[src/rtl/fx_sqrt_arbiter.sv]
// rtl/fx_sqrt_arbiter.sv - round-robin front end sharing one iterative fixed-point sqrt engine
// Optional engine watchdog and DRAIN state enabled by defining FX_SQRT_ARB_TIMEOUT_EN.
module fx_sqrt_arbiter #(
    parameter int N_REQ          = 4,
    parameter int WIDTH          = 32,
    parameter int FRAC           = 16,
    parameter int TIMEOUT_CYCLES = 64,
    localparam int ID_W          = (N_REQ > 1) ? $clog2(N_REQ) : 1
) (
    input  logic                   clk,
    input  logic                   rst,
    input  logic [N_REQ-1:0]       req_valid,
    input  logic [N_REQ*WIDTH-1:0] req_data,
    output logic [N_REQ-1:0]       req_ready,
    output logic                   eng_valid_in,
    output logic [WIDTH-1:0]       eng_y,
    input  logic                   eng_valid_out,
    input  logic [WIDTH-1:0]       eng_sqrt,
    output logic                   resp_valid,
    input  logic                   resp_ready,
    output logic [ID_W-1:0]        resp_id,
    output logic [WIDTH-1:0]       resp_data,
    output logic                   resp_err,
    output logic                   busy
);

    if (N_REQ < 2 || FRAC < 0 || FRAC >= WIDTH || TIMEOUT_CYCLES < 1) begin : g_bad_params
        $error("fx_sqrt_arbiter: illegal parameter combination");
    end

    typedef enum logic [2:0] {
        S_IDLE,
        S_ISSUE,
        S_WAIT,
        S_RESP
`ifdef FX_SQRT_ARB_TIMEOUT_EN
        , S_DRAIN
`endif
    } state_t;

    state_t            state_q, state_d;
    logic [ID_W-1:0]   rr_q, rr_d;
    logic [WIDTH-1:0]  op_q, op_d;
    logic [ID_W-1:0]   id_q, id_d;
    logic [WIDTH-1:0]  data_q, data_d;
    logic              err_q, err_d;

    logic [WIDTH-1:0]  req_op [N_REQ];
    logic              grant_vld;
    logic [ID_W-1:0]   grant_idx;
    logic [ID_W-1:0]   cand;
    logic [WIDTH-1:0]  grant_op;

    for (genvar i = 0; i < N_REQ; i++) begin : g_split
        assign req_op[i] = req_data[i*WIDTH +: WIDTH];
    end

    // Search starts one past the last winner so every requester waits at most N_REQ-1 jobs.
    always_comb begin
        grant_vld = 1'b0;
        grant_idx = '0;
        cand      = '0;
        for (int k = 1; k <= N_REQ; k++) begin
            cand = ID_W'((int'(rr_q) + k) % N_REQ);
            if (!grant_vld && req_valid[cand]) begin
                grant_vld = 1'b1;
                grant_idx = cand;
            end
        end
    end

    assign grant_op = req_op[grant_idx];

    always_comb begin
        req_ready = '0;
        if (state_q == S_IDLE && grant_vld) begin
            req_ready[grant_idx] = 1'b1;
        end
    end

`ifdef FX_SQRT_ARB_TIMEOUT_EN
    localparam int CNT_W = $clog2(TIMEOUT_CYCLES + 1);
    logic [CNT_W-1:0] cnt_q, cnt_d;
    logic             to_q, to_d;
    logic             cnt_last;
    assign cnt_last = (cnt_q == CNT_W'(TIMEOUT_CYCLES - 1));
`endif

    always_comb begin
        state_d = state_q;
        rr_d    = rr_q;
        op_d    = op_q;
        id_d    = id_q;
        data_d  = data_q;
        err_d   = err_q;
`ifdef FX_SQRT_ARB_TIMEOUT_EN
        cnt_d   = cnt_q;
        to_d    = to_q;
`endif
        case (state_q)
            S_IDLE: begin
                if (grant_vld) begin
                    op_d = grant_op;
                    id_d = grant_idx;
                    rr_d = grant_idx;
                    if (grant_op == '0) begin
                        data_d  = '0;
                        err_d   = 1'b0;
                        state_d = S_RESP;
                    end else if (grant_op[WIDTH-1]) begin
                        data_d  = '0;
                        err_d   = 1'b1;
                        state_d = S_RESP;
                    end else begin
                        state_d = S_ISSUE;
                    end
                end
            end
            S_ISSUE: begin
                state_d = S_WAIT;
`ifdef FX_SQRT_ARB_TIMEOUT_EN
                cnt_d   = '0;
`endif
            end
            S_WAIT: begin
                if (eng_valid_out) begin
                    data_d  = eng_sqrt;
                    err_d   = 1'b0;
                    state_d = S_RESP;
`ifdef FX_SQRT_ARB_TIMEOUT_EN
                end else if (cnt_last) begin
                    data_d  = '0;
                    err_d   = 1'b1;
                    to_d    = 1'b1;
                    state_d = S_RESP;
                end else begin
                    cnt_d   = cnt_q + CNT_W'(1);
`endif
                end
            end
            S_RESP: begin
                if (resp_ready) begin
                    state_d = S_IDLE;
`ifdef FX_SQRT_ARB_TIMEOUT_EN
                    // A timed-out engine may still answer; swallow that late result.
                    if (to_q) begin
                        state_d = S_DRAIN;
                        cnt_d   = '0;
                        to_d    = 1'b0;
                    end
`endif
                end
            end
`ifdef FX_SQRT_ARB_TIMEOUT_EN
            S_DRAIN: begin
                if (eng_valid_out || cnt_last) begin
                    state_d = S_IDLE;
                end else begin
                    cnt_d   = cnt_q + CNT_W'(1);
                end
            end
`endif
            default: state_d = S_IDLE;
        endcase
    end

    always_ff @(posedge clk) begin
        if (rst) begin
            state_q <= S_IDLE;
            rr_q    <= ID_W'(N_REQ - 1);
            op_q    <= '0;
            id_q    <= '0;
            data_q  <= '0;
            err_q   <= 1'b0;
`ifdef FX_SQRT_ARB_TIMEOUT_EN
            cnt_q   <= '0;
            to_q    <= 1'b0;
`endif
        end else begin
            state_q <= state_d;
            rr_q    <= rr_d;
            op_q    <= op_d;
            id_q    <= id_d;
            data_q  <= data_d;
            err_q   <= err_d;
`ifdef FX_SQRT_ARB_TIMEOUT_EN
            cnt_q   <= cnt_d;
            to_q    <= to_d;
`endif
        end
    end

    assign eng_valid_in = (state_q == S_ISSUE);
    assign eng_y        = op_q;
    assign resp_valid   = (state_q == S_RESP);
    assign resp_id      = id_q;
    assign resp_data    = data_q;
    assign resp_err     = err_q;
    assign busy         = (state_q != S_IDLE);

endmodule

[config.mk]
export PLATFORM = sky130hd
export DESIGN_NAME = fx_sqrt_arbiter
export DESIGN_NICKNAME = d
export VERILOG_FILES = /design/src/rtl/fx_sqrt_arbiter.sv
export SDC_FILE = /design/constraint.sdc
export NUM_CORES = 1
export LEC_CHECK = 0
export BUFFER_PORTS_ARGS = -buffer_cell sky130_fd_sc_hd__buf_2
export CELL_PAD_IN_SITES_DETAIL_PLACEMENT = 0
export CELL_PAD_IN_SITES_GLOBAL_PLACEMENT = 2
export CORE_MARGIN = 2
export CORE_UTILIZATION = 25
export DETAILED_ROUTE_END_ITERATION = 16
export PLACE_DENSITY_LB_ADDON = 0.1
export SKIP_LAST_GASP = 1
export SYNTH_ARGS = -nofsm -noshare
export SYNTH_HDL_FRONTEND = slang
export SYNTH_SLANG_ARGS = --single-unit
export TNS_END_PERCENT = 5
[constraint.sdc]
create_clock -name clk -period 9.54 [get_ports clk]
set_input_delay 1.908 -clock clk [delete_from_list [all_inputs] [get_ports clk]]
set_output_delay 1.908 -clock clk [all_outputs]
set_load 0.1 [all_outputs]
==> Word-level counts from Yosys, hierarchy flattened <==
Cells that the tools add are included.
Widths: inputs -> output; s select.
{ "op_classes": {"add_sub_neg": 4, "n_lt_le_gt_ge": 7, "n_eq_ne": 7, "mux": 38, "n_bitwise": 1, "n_reduce_logical": 15} }
{ "op_table": {"columns": ["op", "count"], "rows": [
  ["$mux 32", 6],
  ["$bmux 32 s2", 1],
  ["$pmux 32 s2", 1],
  ["$logic_not 32->1", 1],
  ["$lt 2x3->1 const B", 5],
  ["$mux 1", 13],
  ["$mux 2", 6],
  ["$pmux 3 s4", 1],
  ["$mux 3", 3],
  ["$bmux 1 s2", 4],
  ["$eq 3x2->1 const B", 2],
  ["$logic_and 1x1->1", 5],
  ["$add 2x1->2 const B", 2],
  ["$add 2x2->2 const B", 2],
  ["$mux 4", 1],
  ["$ne 2x2->1 const B", 2],
  ["$reduce_and 4->1", 1],
  ["$eq 3x1->1 const B", 1],
  ["$ge 3x3->1 const B", 1],
  ["$logic_not 1->1", 3],
  ["$logic_not 3->1", 1],
  ["$ne 3x2->1 const B", 1],
  ["$not 2->3", 1],
  ["$reduce_and 3->1", 1],
  ["7 further kinds", 7]
]} }
{ "totals": {"register_bits": 72, "in_bits": 168, "output_inout_bits": 74, "elab_cells": 78} }

==> Longest topological paths before layout <==
{ "depth": {"word_depth": 21, "depth_mapped": 14} }

==> Worst setup path before layout <==
OpenSTA, ideal clock, no wires.
{ "synth_timing": {"kind": "input port to output port", "from": "in req_valid[3]", "to": "out req_ready[2]", "t_arrival_ns": 4.902, "t_required_ns": 7.632, "slack_ns": 2.730, "stages": 7, "n_path_buf": 3, "path_cell_list": "and2b_1 > o21ai_2 > nand2_2 > buf_6 > buf_6 > clkbuf_1 > nor3_1"} }
{ "synth_between": {"elab_chain_cells": 17, "word_cells_on_any_way": 29, "classes_between": "order compare: 2; mux: 19; reduce/logical: 8"} }
{ "synth_lines": {"columns": ["item", "line", "source"], "rows": [
  ["from (decl)", "12", "input logic [N_REQ-1:0] req_valid,"],
  ["$bmux 1 s2", "65", "if (!grant_vld && req_valid[cand]) begin"],
  ["$mux 1 (not written as such)", "65", null],
  ["$mux 1", "65", null],
  ["$logic_not 1->1", "65", null],
  ["$logic_and 1x1->1", "65", null],
  ["$mux 1", "65", null],
  ["$logic_not 1->1", "65", null],
  ["$logic_and 1x1->1", "65", null],
  ["$mux 1", "65", null],
  ["$logic_not 1->1", "65", null],
  ["$logic_and 1x1->1", "65", null],
  ["$mux 2", "65", null],
  ["$lt 2x3->1 (not written as such) / $ge 2x1->1 (equally long branches)", "77", "req_ready[grant_idx] = 1'b1;"],
  ["$logic_and 1x1->1 (not written as such)", "77", null],
  ["$mux 1 (not written as such)", "77", null],
  ["$demux 1 s2", "77", null],
  ["$mux 4 *", "76", "if (state_q == S_IDLE && grant_vld) begin"],
  ["to (decl)", "14", "output logic [N_REQ-1:0] req_ready,"]
]} }
Mark *: on every way between the ends. The rest lies on a longest branch, timed or not. The select of a mux whose other input is x is not followed.

==> Final worst setup path <==
Same ends and word-level chain as after synthesis.

==> metrics.txt <==
outcome=finished, final reports clean; minimum clock period=around 6.4 ns; Seq/Total Area, Yosys=a little over a third; pin count of the biggest net entering global routing=70; FMAX=around 160 MHz; DR vias/cell=about 4.8; synthesis-to-layout area growth=39.7%; Top FF cell, synth=dfxtp_1; post-synthesis register bit count=between 70 and 80; Peak VDD IR=about 0.15 mV; hpwl dp=about 11 mm; Remaining DRCs=0; Tot Pwr=between 2 and 2.5 mW; CTS clk-pin slew, worst paths=around 0.06 ns; DP Area=~5300 sq um; Fillers=about 1.7k; unrepaired setup endpoints after global routing=false; IO Count=between 200 and 250; core region area=~16000 sq um; Mapped Cells=about 480; PwrDens=roughly 370 nW/um^2; remaining global-route overflow=0; cts hold-fix bufs=0; CP max FO=between 60 and 70; drt wl/cell=16.8 um; Worst Reg-to-Reg Cells=11; CTS resizes=0; gpl congestion=roughly 0.85; share of the synthesized area in the top cell type=about a third; total wire length=15.3 mm; worst hold stages=2; hold crit path type=register to register; final net count=approximately 860; Global Route Usage Sum=approximately 17%; Avg Inst Size Synth=8.46 sq um; CTS Buffer Depth=2; Warnings, synthesis=0; Clk Tree Root Cell=clkbuf_16; synth cell count leaders=dfxtp_1 (71), and3_1 (67), nand2_1 (56); # port buffers=~240; Initial DRC Count=~140; Final Max Slew Viols=0; cell with the most instances after synthesis=dfxtp_1; clock buffers created by TritonCTS=9; Place WS=around 3 ns; vias in the first global route=4192; Async SR Flop Fraction=0%; Final period util=roughly 67%; # H-tree levels=3; Post-synth EDFFs=0; Post-CTS Setup Bufs=0; Fin Clk Skew=0.00900 ns; Initial Utilization=25.4%; setup_tns=0 ns; leading area contributor after synthesis=dfxtp_1; Setup violations, final=0; max_cap viols=0; design area=5620 sq um; CP Launch Type=input pin; via count=roughly 4.4k; global-route wire length before repair=approximately 22 mm; CTS Sinks=71; CTS tree=yes; Hold Vio Cnt, Final=0; Die Height=approximately 130 um; initial antenna violation count=2; Synth Net Count=649; Clk Latency, worst-skew pair=between 0.3 and 0.4 ns; post-route ant nets=0; WP data required=roughly 7.6 ns; Netlist cell types=43; Crit Path Class=input pin to output port; CP Data Arrival Time=approximately 4.5 ns; die footprint=17100 sq um; Worst Slack Setup Final=3.15 ns; Synth area leaders=dfxtp_1 (35%), and3_1 (10%), a211o_1 (8.9%), a22o_1 (7.8%), nand2_1 (5.2%); placement row count=between 40 and 50; Synth Cell Area=slightly above 4000 sq um; Slew HR=around a quarter; layout cell share with drive strength beyond 1=about 40%; Die W=~130 um; leakage=2.95 nW; crit end category=output port; drt first pass iters=4; Slew @ Worst Pin=~1.2 ns
## worst max-delay path, cell delays in order
cell	delay, ns
buf_2	0.14
and2b_1	0.22
o21ai_4	0.14
buf_4	0.45
nand2_2	0.52
buf_4	0.43
nor3_1	0.20
buf_2	0.45
## layout by cell type (no fill, tap or decap), types with 5 or more instances in the layout
cell and count:
ha_1 5, a211oi_1 25, buf_4 6, a22o_1 36, a21oi_1 15, a22oi_1 6
or3_1 12, inv_1 5, a211o_1 41, nor2_1 10, dfxtp_1 71, and3_1 67
nand2_1 56, nor3_1 5, clkbuf_16 9, and2_1 20, buf_2 241, o21ai_0 21
## power breakdown
part	internal, mW	switching, mW
Clock	0.204	0.141
Sequential	0.374	0.0443
Combinational	0.304	0.988
## flip-flops by register name (all words and copies together), names as in the netlist
name and cells:
eng_y 32, resp_id 2, state_q 2, resp_data 32, rr_q 2, resp_err 1
## metrics by stage
stage | instances | hold slack (ns) | util (%)
after floorplan | 476 | 0.494 | -
after global placement | 893 | 0.443 | 33.6
after detailed placement | 893 | 0.446 | 33.6
after CTS | 909 | 0.454 | 35.5
after global routing | 910 | 0.473 | 35.5
final | 913 | 0.456 | 35.5
## per-layer routing
layer | GRT usage [%] | vias up | share of wire, %
li1 | - | 2210 | -
met1 | 21.5 | 1999 | 44
met2 | 26.6 | 173 | 45
met3 | 5.99 | 18 | 8.7
met4 | 7.13 | 0 | 1.9
met5 | 0 | - | 0
## cells by family after synthesis
group / share of synthesized area, %
AND/OR/NAND/NOR: 24.9
AO/OA/AOI/OAI: 31.0
flip-flops: 35.3
buffers and inverters: 6.99
adder cells (fa/ha/maj): 1.55
multiplexers: 0.249
## area by class of cell
type	count	area, sq um	area share, %
Antenna cell	4	10.0	0.178
Clock buffer	10	229	4.07
Clock inverter	6	70.1	1.25
Inverter	5	18.8	0.334
Multi-Input combinational cell	354	2350	41.8
Sequential cell	71	1420	25.3
Tap cell	216	270	4.81
Timing Repair Buffer	247	1250	22.3
## path summary, 6_finish.rpt
path | endpoint | startpoint | slack [ns]
hold reg to reg | eng_y[29] | eng_y[29] | 0.46
hold / removal | eng_y[29] | eng_y[29] | 0.46
setup reg to reg | resp_data[11] | rr_q[1] | 4.61
setup / recovery | req_ready[2] | req_valid[3] | 3.15
Note: power is estimated with default switching activity, not from simulation.
